**config.mk**
```make
export PLATFORM = sky130hd
export DESIGN_NAME = tdm_serializer
export DESIGN_NICKNAME = d
export VERILOG_FILES = /design/src/rtl/tdm_serializer_pkg.sv /design/src/rtl/tdm_serializer_frame_fifo.sv /design/src/rtl/tdm_serializer.sv
export SDC_FILE = /design/constraint.sdc
export NUM_CORES = 1
export LEC_CHECK = 0
export CORE_ASPECT_RATIO = 0.8
export CORE_MARGIN = 4
export CORE_UTILIZATION = 50
export CTS_CLUSTER_DIAMETER = 100
export DETAILED_ROUTE_END_ITERATION = 12
export PLACE_DENSITY = 0.71
export RECOVER_POWER = 50
export SETUP_SLACK_MARGIN = 0.05
export SLEW_MARGIN = 20
export SYNTH_ARGS = -nofsm -noshare
export SYNTH_HDL_FRONTEND = slang
export SYNTH_SLANG_ARGS = --single-unit
```
**constraint.sdc**
```tcl
create_clock -name clk_i -period 4.5 [get_ports clk_i]
set_input_delay 1.125 -clock clk_i [delete_from_list [all_inputs] [get_ports clk_i]]
set_output_delay 1.125 -clock clk_i [all_outputs]
set_load 0.01 [all_outputs]
```
**src/rtl/tdm_serializer_pkg.sv**
```systemverilog
// Shared types and helpers for the TDM serializer: FSM state encoding and
// channel-index width sizing.
package tdm_serializer_pkg;

    typedef enum logic {
        IDLE = 1'b0,
        SEND = 1'b1
    } tdm_state_e;

    function automatic int ch_idx_width(input int ch_num);
        return (ch_num > 1) ? $clog2(ch_num) : 1;
    endfunction

endpackage

```
**src/rtl/tdm_serializer_frame_fifo.sv**
```systemverilog
// Synchronous first-word-fall-through frame FIFO; a write while full is accepted
// only when a read frees the head slot in the same cycle.
module frame_fifo #(
    parameter int DEPTH = 4,
    parameter int WIDTH = 68
) (
    input  logic             clk_i,
    input  logic             rstn_i,
    input  logic             wr_en,
    input  logic [WIDTH-1:0] wr_data,
    input  logic             rd_en,
    output logic [WIDTH-1:0] rd_data,
    output logic             full,
    output logic             empty
);

    localparam int AW = $clog2(DEPTH);
    localparam int CW = AW + 1;

    logic [WIDTH-1:0] mem [DEPTH];
    logic [AW-1:0]    wr_ptr;
    logic [AW-1:0]    rd_ptr;
    logic [CW-1:0]    count;
    logic             do_wr;
    logic             do_rd;

    assign full    = (count == CW'(DEPTH));
    assign empty   = (count == '0);
    assign do_rd   = rd_en && !empty;
    assign do_wr   = wr_en && (!full || do_rd);
    assign rd_data = mem[rd_ptr];

    always_ff @(posedge clk_i) begin
        if (!rstn_i) begin
            wr_ptr <= '0;
            rd_ptr <= '0;
            count  <= '0;
        end else begin
            if (do_wr) wr_ptr <= wr_ptr + AW'(1);
            if (do_rd) rd_ptr <= rd_ptr + AW'(1);
            case ({do_wr, do_rd})
                2'b10:   count <= count + CW'(1);
                2'b01:   count <= count - CW'(1);
                default: count <= count;
            endcase
        end
    end

    // Storage carries no reset; validity is tracked entirely by count.
    always_ff @(posedge clk_i) begin
        if (do_wr) mem[wr_ptr] <= wr_data;
    end

endmodule

```
**src/rtl/tdm_serializer.sv**
```systemverilog
// Buffers parallel channel frames and replays them one channel per AXI-Stream beat;
// 2 cycles strobe-to-first-beat, input has no backpressure so a full FIFO drops frames.
module tdm_serializer
    import tdm_serializer_pkg::*;
#(
    parameter int CH_NUM     = 2,
    parameter int DATA_WIDTH = 34,
    parameter int FIFO_DEPTH = 4,
    parameter int CNT_WIDTH  = 16
) (
    input  logic                                clk_i,
    input  logic                                rstn_i,
    input  logic                                clear_i,
    input  logic                                tvalid_i,
    input  logic [CH_NUM*DATA_WIDTH-1:0]        tdata_i,
    output logic                                m_tvalid_o,
    input  logic                                m_tready_i,
    output logic [DATA_WIDTH-1:0]               m_tdata_o,
    output logic [ch_idx_width(CH_NUM)-1:0]     m_tuser_o,
    output logic                                m_tlast_o,
    output logic                                overflow_o,
    output logic [CNT_WIDTH-1:0]                drop_cnt_o
);

    localparam int                FW   = CH_NUM * DATA_WIDTH;
    localparam int                IDXW = ch_idx_width(CH_NUM);
    localparam logic [IDXW-1:0]   LAST = IDXW'(CH_NUM - 1);

    tdm_state_e       state_q;
    tdm_state_e       state_d;
    logic [IDXW-1:0]  idx_q;
    logic [FW-1:0]    shreg_q;
    logic             pop;
    logic             shift;
    logic             drop;
    logic [FW-1:0]    fifo_rd_data;
    logic             fifo_full;
    logic             fifo_empty;

    frame_fifo #(
        .DEPTH (FIFO_DEPTH),
        .WIDTH (FW)
    ) u_frame_fifo (
        .clk_i   (clk_i),
        .rstn_i  (rstn_i),
        .wr_en   (tvalid_i),
        .wr_data (tdata_i),
        .rd_en   (pop),
        .rd_data (fifo_rd_data),
        .full    (fifo_full),
        .empty   (fifo_empty)
    );

    always_ff @(posedge clk_i) begin
        if (!rstn_i) state_q <= IDLE;
        else         state_q <= state_d;
    end

    // A pop on the last-channel handshake reloads the shift register with no bubble.
    always_comb begin
        state_d = state_q;
        pop     = 1'b0;
        shift   = 1'b0;
        case (state_q)
            IDLE: begin
                if (!fifo_empty) begin
                    pop     = 1'b1;
                    state_d = SEND;
                end
            end
            SEND: begin
                if (m_tready_i) begin
                    if (idx_q == LAST) begin
                        if (!fifo_empty) pop = 1'b1;
                        else             state_d = IDLE;
                    end else begin
                        shift = 1'b1;
                    end
                end
            end
            default: state_d = IDLE;
        endcase
    end

    always_comb begin
        m_tvalid_o = (state_q == SEND);
        m_tdata_o  = shreg_q[DATA_WIDTH-1:0];
        m_tuser_o  = idx_q;
        m_tlast_o  = (state_q == SEND) && (idx_q == LAST);
    end

    always_ff @(posedge clk_i) begin
        if (!rstn_i) begin
            idx_q   <= '0;
            shreg_q <= '0;
        end else if (pop) begin
            idx_q   <= '0;
            shreg_q <= fifo_rd_data;
        end else if (shift) begin
            idx_q   <= idx_q + IDXW'(1);
            shreg_q <= shreg_q >> DATA_WIDTH;
        end
    end

    assign drop = tvalid_i && fifo_full && !pop;

    always_ff @(posedge clk_i) begin
        if (!rstn_i || clear_i) begin
            overflow_o <= 1'b0;
            drop_cnt_o <= '0;
        end else if (drop) begin
            overflow_o <= 1'b1;
            if (drop_cnt_o != '1) drop_cnt_o <= drop_cnt_o + CNT_WIDTH'(1);
        end
    end

endmodule

```
==> results.rst <==
.. list-table::
   :header-rows: 1

   * - Metric
     - Value
   * - Result of the run
     - complete, but fails checks
   * - Violated checks
     - capacitance limit, slew limit
   * - Number of enable flip-flop cells after synthesis
     - between 200 and 300
   * - Initial Util
     - 51.2%
   * - Power per Cell Area
     - between 600 and 700 nW/µm²
   * - Most used DFF post-synth
     - edfxtp_1
   * - Cell internal power dissipation
     - between 6 and 7 mW
   * - Post-layout worst setup margin
     - about 800 ps
   * - FFs w/ async S/R, synth
     - 0%
   * - Ratio of cells with drive above 1 in the final layout
     - 14.9%
   * - Layout net count
     - 1045
   * - Post-Syn Area
     - 14100 µm²
   * - Final sum of negative setup slack
     - 0 ps
   * - Number of antenna violations at the first check in global routing
     - 3
   * - Syn_nets
     - 947
   * - Total half-perimeter wirelength after legalization and detailed placement
     - about 18000 µm
   * - Violation count after the first detailed-route iteration
     - 706
   * - Average routed wire per standard cell
     - 22.1 µm
   * - Final worst clock skew
     - about 18 ps
   * - Clock network power share
     - 29.2%
   * - Post-layout minimum cycle time
     - roughly 3700 ps
   * - Switching power as a share of total power
     - between 30% and 40%
   * - Setup violators final
     - 0
   * - Floorplan row count
     - 54
   * - Crit path launch
     - m_tready_i
   * - Area growth from synthesis to layout
     - 18.5%
   * - Number of gates resized after CTS
     - 0
   * - Sequential fraction of design power
     - about 44%
   * - Count of pins over their slew limit
     - between 100 and 150
   * - Total routing resource utilization after global routing
     - 19.6%
   * - Crit Path Max Fanout
     - 7
   * - Met1 WL
     - 13400 µm
   * - Overflow left after global routing
     - 0
   * - Timing endpoint of the critical path
     - u_frame_fifo.count[2]
   * - Required time worst endpoint
     - 4900 ps
   * - Vias post-DR
     - between 7000 and 8000
   * - Switching power of the nets
     - roughly 3.1 mW
   * - Minimum setup slack among reg-to-reg paths
     - 1560 ps
   * - Routability Congestion
     - between 0.7 and 0.8
   * - Number of input and output port buffers inserted
     - ~130
   * - Worst-case vdd ir drop
     - approximately 0.00042 V
   * - RSZ-0062 raised after global routing
     - false
   * - Total wirelength of the detailed-routed design
     - ~30000 µm
   * - Critical path data arrival time
     - roughly 4100 ps
   * - Number of buffers added to fix hold violations after cts
     - 0
   * - Total number of clock tree sinks
     - around 370
   * - Insertion delay of the later-clocked pin in the worst-skew pair
     - 520 ps
   * - Max Clock Freq
     - 271 MHz
   * - Clock tree from TritonCTS
     - done
   * - Total number of H-tree levels
     - 2
   * - Syn. warnings
     - 0
   * - Total CTS buffers
     - 37
   * - Place WS
     - slightly below 900 ps
   * - Register bit total from synthesis
     - around 370
   * - Master cell of the clock root buffer
     - clkbuf_16
   * - Distinct cell type count of the synthesized netlist
     - approximately 50
   * - Average cell area after synthesis
     - around 16 µm²
   * - Class of the most critical hold timing path
     - register to register
   * - Comb power frac
     - between 20% and 30%
   * - Count of pins on the block boundary
     - 127
   * - Share of the clock period used by the worst path after layout
     - approximately 80%
   * - Wire length of the first global-routing pass
     - between 40000 and 50000 µm
   * - Total design power
     - between 10 and 15 mW
   * - Number of buffers inserted to repair setup after CTS
     - 0
   * - Metal2 WL
     - 13900 µm
   * - Worst Min Path Start
     - shreg_q[66]
   * - Top layer in use
     - met4
   * - Worst reg2reg path endpoint
     - u_frame_fifo.count[2]
   * - Fill cell total of the finished layout
     - between 2000 and 2500
   * - Reported leakage power
     - ~5.5 nW
   * - Register clock-pin slew on the reported worst setup and hold paths
     - roughly 60 ps
   * - Largest net degree at the start of global routing
     - 70
   * - Worst-case clock buffer depth
     - 3
   * - Kind of capture point of the worst setup path
     - register
   * - Die span in x
     - roughly 200 µm
   * - Post-Place Cells
     - 1289
   * - Count of unresolved DRC violations after routing
     - 0
   * - Number of standard cells in the layout, taps in and fillers out
     - approximately 1400
   * - Met3 WL post-DR
     - 2180 µm
   * - Final Hold Violating Endpoints
     - 0
   * - Actual slew at the worst max-slew pin
     - 2380 ps
   * - Post-synthesis instance total
     - 867
   * - Detailed-route vias per instance
     - a little under 6
   * - Nature of the critical path startpoint
     - primary input
   * - Worst setup path class
     - primary input to register
   * - Detailed Routing Iterations Pass 1
     - 5
   * - Antenna-violating nets left
     - 0
   * - Source of the worst register-to-register timing path
     - m_tvalid_o
   * - Share of synthesized area occupied by flip-flops and latches
     - 71.7%
   * - Number of global-route vias before repair
     - a little under 8000
   * - Die ar.
     - 30900 µm²
   * - Depth of the worst register-to-register path
     - 9
   * - Total core area
     - 27500 µm²
   * - Slew margin rel.
     - -58.4%
   * - Number of max-capacitance violations reported
     - 2
   * - DIE HEIGHT
     - around 160 µm
layout by cell type, fill, tap and decap left out, drive strengths merged, types with 11 or more instances in the layout:
cell type      count
edfxtp           272
dlygate4sd3       97
dfxtp             96
a21oi             82
mux4              68
clkbuf            55
nand2             48
nor2              44
o21ai             40
a22oi             33
clkdlybuf4s50     29
buf               16
inv               11
clkinv            11
critical path, cell delays in order:
cell and delay, ps:
dlygate4sd3_1 590, a21boi_0 570, a21boi_1 390, inv_1 130, ha_1 200, inv_1 60
fa_1 370, xor2_1 190, or3_1 320, a21oi_1 150
cells by family after synthesis:
logic type	Yosys count	synth area share, %
AO/OA/AOI/OAI	174	7.30
AND/OR/NAND/NOR	144	4.98
multiplexers	74	11.3
flip-flops	368	71.7
XOR/XNOR	5	0.311
buffers and inverters	95	3.77
adder cells (fa/ha/maj)	7	0.675
how the worst min path moves through the flow:
stage	to	slack (ps)	cells past startpoint
2_1_floorplan	shreg_q[66]	430	2
3_3_place_gp	shreg_q[66]	440	2
3_5_place_dp	shreg_q[66]	450	2
4_1_cts	shreg_q[66]	450	2
5_1_grt	shreg_q[66]	490	2
6_report	shreg_q[66]	460	2
power by group through the flow:
stage	clock network, mW	logic [mW]	registers (mW)
after floorplan	0	1.99	4.31
after global routing	3.13	2.90	4.50
after CTS	2.99	2.64	4.46
after detailed placement	0	2.62	4.52
after global placement	0	2.59	4.51
final	2.93	2.66	4.45
state kept, by name, summed over array words and instances (netlist names), named ones only:
| signal | flops |
|---|---|
| m_tuser_o | 1 |
| u_frame_fifo.mem | 272 |
| m_tvalid_o | 1 |
| shreg_q | 68 |
| u_frame_fifo.rd_ptr | 2 |
| overflow_o | 1 |
| drop_cnt_o | 16 |
| u_frame_fifo.count | 3 |
| u_frame_fifo.wr_ptr | 2 |
routing by layer:
layer	global-route usage [%]	up-vias
met4	5.08	0
met3	3.38	39
met1	29.2	4043
met5	0	-
met2	30.4	277
li1	-	3537
final cells by class:
| cell class | count | area (µm²) | share of cell area, % |
|---|---|---|---|
| Sequential cell | 368 | 10100 | 60.5 |
| Multi-Input combinational cell | 404 | 3460 | 20.7 |
| Timing Repair Buffer | 144 | 1460 | 8.75 |
| Clock buffer | 53 | 1070 | 6.40 |
| Tap cell | 364 | 455 | 2.73 |
| Clock inverter | 15 | 103 | 0.615 |
| Inverter | 10 | 37.5 | 0.225 |
| Antenna cell | 2 | 5.00 | 0.0300 |
cells in the mapped netlist (all sizes together), types with 10 or more instances:
library cell | number | area, µm²
buf | 59 | 394
clkbuf | 26 | 98.8
inv | 10 | 37.5
mux4 | 68 | 1530
edfxtp | 272 | 8170
a21oi | 82 | 410
o21ai | 40 | 211
dfxtp | 96 | 1920
a22oi | 33 | 248
nor2 | 44 | 165
nand2 | 48 | 183
metrics by stage:
step | cell area (µm²) | util, % | hold WS, ps
after floorplan | 14100 | - | 432
after global placement | 15500 | 56.4 | 444
after detailed placement | 15500 | 56.4 | 447
after CTS | 16700 | 60.6 | 455
after global routing | 16700 | 60.7 | 487
final | 16700 | 60.7 | 457
Power figures use the tool's default switching activity.
